--- config.mk ---
export PLATFORM = sky130hd
export DESIGN_NAME = vga_layer_mixer
export DESIGN_NICKNAME = d
export VERILOG_FILES = /design/src/rtl/vga_layer_mixer.sv
export SDC_FILE = /design/constraint.sdc
export NUM_CORES = 1
export LEC_CHECK = 0
export ABC_AREA = 1
export ABC_CLOCK_PERIOD_IN_PS = 1800
export CORE_MARGIN = 3
export CORE_UTILIZATION = 38
export DETAILED_ROUTE_END_ITERATION = 10
export PLACE_DENSITY = 0.69
export SKIP_CTS_REPAIR_TIMING = 1
export SLEW_MARGIN = 20
export SYNTH_ARGS = -nofsm -noshare
export SYNTH_HDL_FRONTEND = slang
export SYNTH_SLANG_ARGS = --single-unit
--- constraint.sdc ---
create_clock -name clk -period 1.8 [get_ports clk]
set_input_delay 0.18 -clock clk [delete_from_list [all_inputs] [get_ports clk]]
set_output_delay 0.18 -clock clk [all_outputs]
set_load 0.05 [all_outputs]
--- src/rtl/vga_layer_mixer.sv ---
// N-layer priority compositor for the VGA pipeline: picks the highest enabled, non-keyed
// layer pixel and re-emits it with the timing strobes after a fixed LATENCY-cycle delay.
module vga_layer_mixer #(
    parameter int                  N_LAYERS = 4,
    parameter int                  LATENCY  = 2,
    parameter int                  RGB_W    = 12,
    parameter int                  CNT_W    = 11,
    parameter int                  KEY_EN   = 1,
    parameter logic [RGB_W-1:0]    KEY_RGB  = 12'hF0F,
    parameter logic [N_LAYERS-1:0] EN_RESET = {N_LAYERS{1'b1}}
) (
    input  logic                      clk,
    input  logic                      rst,
    input  logic [CNT_W-1:0]          in_hcount,
    input  logic [CNT_W-1:0]          in_vcount,
    input  logic                      in_hsync,
    input  logic                      in_vsync,
    input  logic                      in_hblnk,
    input  logic                      in_vblnk,
    input  logic [RGB_W-1:0]          in_rgb,
    input  logic [N_LAYERS*RGB_W-1:0] layer_rgb,
    input  logic [N_LAYERS-1:0]       layer_valid,
    input  logic [N_LAYERS-1:0]       layer_en_req,
    input  logic                      en_update,
    output logic [CNT_W-1:0]          out_hcount,
    output logic [CNT_W-1:0]          out_vcount,
    output logic                      out_hsync,
    output logic                      out_vsync,
    output logic                      out_hblnk,
    output logic                      out_vblnk,
    output logic [RGB_W-1:0]          out_rgb,
    output logic [N_LAYERS-1:0]       en_active,
    output logic                      update_pending,
    output logic [15:0]               frame_cnt
);

    localparam int PW = 2*CNT_W + 4 + RGB_W;

    logic [PW-1:0]       r_pipe [0:LATENCY-1];
    logic [N_LAYERS-1:0] r_en_active;
    logic [N_LAYERS-1:0] r_en_pending;
    logic                r_update_pending;
    logic [15:0]         r_frame_cnt;
    logic                r_vsync_prev;

    logic                w_frame_edge;
    logic [RGB_W-1:0]    w_sel_rgb;
    logic [PW-1:0]       w_stage_in;

    assign w_frame_edge = in_vsync & ~r_vsync_prev;

    // Ascending scan so the highest-index visible layer overrides lower ones.
    always_comb begin
        w_sel_rgb = in_rgb;
        for (int i = 0; i < N_LAYERS; i++) begin
            if (layer_valid[i] && r_en_active[i] &&
                !((KEY_EN != 0) && (layer_rgb[i*RGB_W +: RGB_W] == KEY_RGB))) begin
                w_sel_rgb = layer_rgb[i*RGB_W +: RGB_W];
            end
        end
        if (in_hblnk || in_vblnk) begin
            w_sel_rgb = '0;
        end
    end

    assign w_stage_in = {in_hcount, in_vcount, in_hsync, in_vsync, in_hblnk, in_vblnk, w_sel_rgb};

    always_ff @(posedge clk) begin
        if (rst) begin
            for (int k = 0; k < LATENCY; k++) begin
                r_pipe[k] <= '0;
            end
        end else begin
            r_pipe[0] <= w_stage_in;
            for (int k = 1; k < LATENCY; k++) begin
                r_pipe[k] <= r_pipe[k-1];
            end
        end
    end

    // A strobe coinciding with the frame edge bypasses the pending register entirely.
    always_ff @(posedge clk) begin
        if (rst) begin
            r_en_active      <= EN_RESET;
            r_en_pending     <= '0;
            r_update_pending <= 1'b0;
            r_frame_cnt      <= '0;
            r_vsync_prev     <= 1'b0;
        end else begin
            r_vsync_prev <= in_vsync;
            if (w_frame_edge) begin
                r_frame_cnt <= r_frame_cnt + 16'd1;
            end
            if (en_update && w_frame_edge) begin
                r_en_active      <= layer_en_req;
                r_update_pending <= 1'b0;
            end else if (en_update) begin
                r_en_pending     <= layer_en_req;
                r_update_pending <= 1'b1;
            end else if (w_frame_edge && r_update_pending) begin
                r_en_active      <= r_en_pending;
                r_update_pending <= 1'b0;
            end
        end
    end

    assign {out_hcount, out_vcount, out_hsync, out_vsync, out_hblnk, out_vblnk, out_rgb} = r_pipe[LATENCY-1];
    assign en_active      = r_en_active;
    assign update_pending = r_update_pending;
    assign frame_cnt      = r_frame_cnt;

endmodule

==> flow_summary.json <==
{
  "status": "complete, no violations",
  "vias_per_cell": 4.443,
  "required_ps": 1620,
  "io_pins": 156,
  "p_switching_mw": 1.383,
  "seqPwrFrac_pct": 45.5,
  "combPwrFrac_pct": 16.5,
  "path_clk_slew_ps": 70,
  "ys_seq_area_share_pct": 44.89,
  "grt_usage_pct": 16.87,
  "gp_congestion": 0.8994,
  "finClkSkew_ps": 9.330,
  "internal-power_mw": 3.811,
  "avgSynthCellArea_um2": 7.150,
  "synth_fa_ha_area_share_pct": 0.2778,
  "synth_top_family_by_area": "simple AND/OR/NAND/NOR gates",
  "synth-seq-cells": 101,
  "max_freq_ghz": 0.5749,
  "crit_chain": "clkdlybuf4s50_1",
  "grt_pass1_wl_um": 18180,
  "synth_top_area_share_pct": 44.89,
  "netlist_instances": 630,
  "fin_cells": 896,
  "routedWlPerCell_um": 12.26,
  "drive_gt1_share_pct": 8.101,
  "cts_buffers": 9,
  "grt_max_degree": 64,
  "slew_headroom_pct": 63.84,
  "antenna_found_initial": 0,
  "diodes": 0,
  "drtAntennaViolNets": 0,
  "total_leakage_power_nw": 2.864,
  "rsz0062_at_grt": "false",
  "cp_top_family": "buffers and inverters",
  "ff2ff_path_depth": 6,
  "cts_max_level": 3,
  "io_buffers": 155,
  "clock_latency_ps": 330,
  "p_clk_share_pct": 38.0,
  "start_util_pct": 39.11,
  "drc": 0,
  "crit_cells": 1,
  "fin_nets": 846,
  "hpwl_um": 8550,
  "worstMarginPinSlew_ps": 540.7,
  "coreArea_mm2": 0.01152,
  "slowest_delay_ps": 830,
  "num-fill-cells": 1084,
  "worstPathMaxFanout": 4,
  "synth_edf_count": 0,
  "synthToLayoutAreaGrowth_pct": 38.94,
  "synth_xor_area_share_pct": 0.5833,
  "peakVddDrop_v": 0.0004014,
  "final_util_pct": 54.35,
  "finalHoldViolations": 0,
  "ys_top_cells_by_area": "dfxtp_1 45%, inv_1 9.8%, nor2_1 8.5%",
  "die_h_um": 114.9,
  "ys_types": 31,
  "ys.flop_type": "dfxtp_1",
  "crit_buf_inv": 1,
  "synth.net_count": 728,
  "setup_viol": 0,
  "power_density_mw_per_mm2": 829.8,
  "sw_frac_of_total_pct": 26.62,
  "criticalPathCategory": "reg -> out",
  "drtIter0Drc": 237,
  "ys_warn_count": 0,
  "synth.cell_area_mm2": 0.004504,
  "worstPathArrival_ps": 1560,
  "maxSlewViolCount": 0,
  "synth_compound_area_share_pct": 7.611,
  "totalWireLength_um": 10980,
  "hp-class": "in -> reg",
  "end_kind": "primary output",
  "grt_overflow": 0,
  "drv_cap": 0,
  "ys_async_sr_fraction_pct": 0,
  "cts_tree": "yes",
  "cp_slowest_cell": "clkdlybuf4s50_1",
  "dr.pass1.iters": 4,
  "hold_path_depth": 2,
  "clock_sink_count": 101,
  "root_buffer": "clkbuf_16",
  "startpoint_type": "register",
  "cts_max_path_buffers": 2,
  "fp.dieW_um": 114.9,
  "vias": 3981,
  "period_share_pct": 96.64,
  "synth.area.mux_share_pct": 0,
  "synth.largest_area_cell": "dfxtp_1",
  "dieArea_mm2": 0.01320,
  "period_needed_ps": 1739,
  "std_cell_rows": 39,
  "grt_pass1_vias": 3863,
  "yosys.area_share.simple_pct": 27.58,
  "dp_cells": 880
}
through the flow:
step	hold WS, ps	area, µm²	setup TNS, ps	total power, mW	setup slack [ps]
floorplan	287.0	4504	0	2.916	26.72
global placement	389.2	5934	0	3.264	66.18
detailed placement	393.2	5934	0	3.272	26.89
CTS	233.4	6243	-7.544	5.263	-5.632
global route	251.9	6259	0	5.454	3.684
finish	245.3	6259	0	5.193	60.56
registers in the layout, indices dropped and copies added, names as in the netlist:
signal	flops
r_pipe	76
frame_cnt	16
r_en_pending	4
update_pending	1
en_active	4
path summary, 6_finish.rpt:
check                                      to           from  slack [ps]
worst min-delay path             frame_cnt[7]            rst         250
worst max-delay path            frame_cnt[12]  frame_cnt[12]          60
worst min register to register  r_pipe[0][58]  r_pipe[0][20]         400
worst max register to register  r_pipe[0][11]   en_active[1]         260
logic make-up after synthesis:
kind of cell             Yosys count
flip-flops                       101
AO/OA/AOI/OAI                     60
adder cells (fa/ha/maj)            1
buffers and inverters            185
AND/OR/NAND/NOR                  280
XOR/XNOR                           3
cells in the mapped netlist, types with 3 or more instances:
master,instances
inv_1,117
nor2_1,102
dfxtp_1,101
nand2_1,94
nand3_1,55
buf_4,34
o21ai_0,27
a21oi_1,17
buf_2,11
a21oi_2,10
clkinv_1,10
clkbuf_1,6
nand2_2,6
nor2_2,5
o21ai_1,4
buf_1,3
buf_6,3
nand3_2,3
nand4_1,3
nor3_1,3
xor2_1,3
layer usage:
metal / vias up / wire [µm] / track usage (%)
li1: 2100 / - / -
met1: 1729 / 4826 / 21.72
met2: 128 / 5195 / 27.66
met3: 24 / 651 / 3.474
met4: 0 / 309 / 6.808
met5: - / 0 / 0
cell usage in the layout (no fill, tap or decap), types with 2 or more instances in the layout:
cell and n:
inv_1 117, dlymetal6s2s_1 6, nor2_4 2, xor2_1 3
nand3_1 55, nor2_2 5, nor3_1 3, nor2_1 102
nor3b_1 2, nor3_2 2, buf_4 11, a21oi_1 17
o21ai_1 4, clkdlybuf4s50_1 144, nand3_2 3, inv_6 2
clkbuf_16 9, buf_12 2, dfxtp_1 101, o21ai_0 27
nand4_1 3, nand2_1 94, nand2_2 6, clkinv_1 10
a21oi_2 10
cell type report:
type / count / area [µm²] / area share, %
multi-input cells: 344 / 1624 / 25.95
flip-flops and latches: 101 / 2022 / 32.31
well taps: 143 / 178.9 / 2.859
clock buffers: 10 / 229.0 / 3.659
inverters: 128 / 480.5 / 7.677
repair buffers: 164 / 1644 / 26.27
clock inverters: 6 / 80.08 / 1.279
power by group through the flow:
stage / combinational, mW / sequential (mW) / clock, mW
after floorplan: 0.457 / 2.46 / 0
after global routing: 0.938 / 2.37 / 2.14
after global placement: 0.851 / 2.41 / 0
after CTS: 0.861 / 2.36 / 2.04
after detailed placement: 0.857 / 2.42 / 0
final: 0.857 / 2.36 / 1.97
No activity file was read; power rests on OpenSTA's default activity.
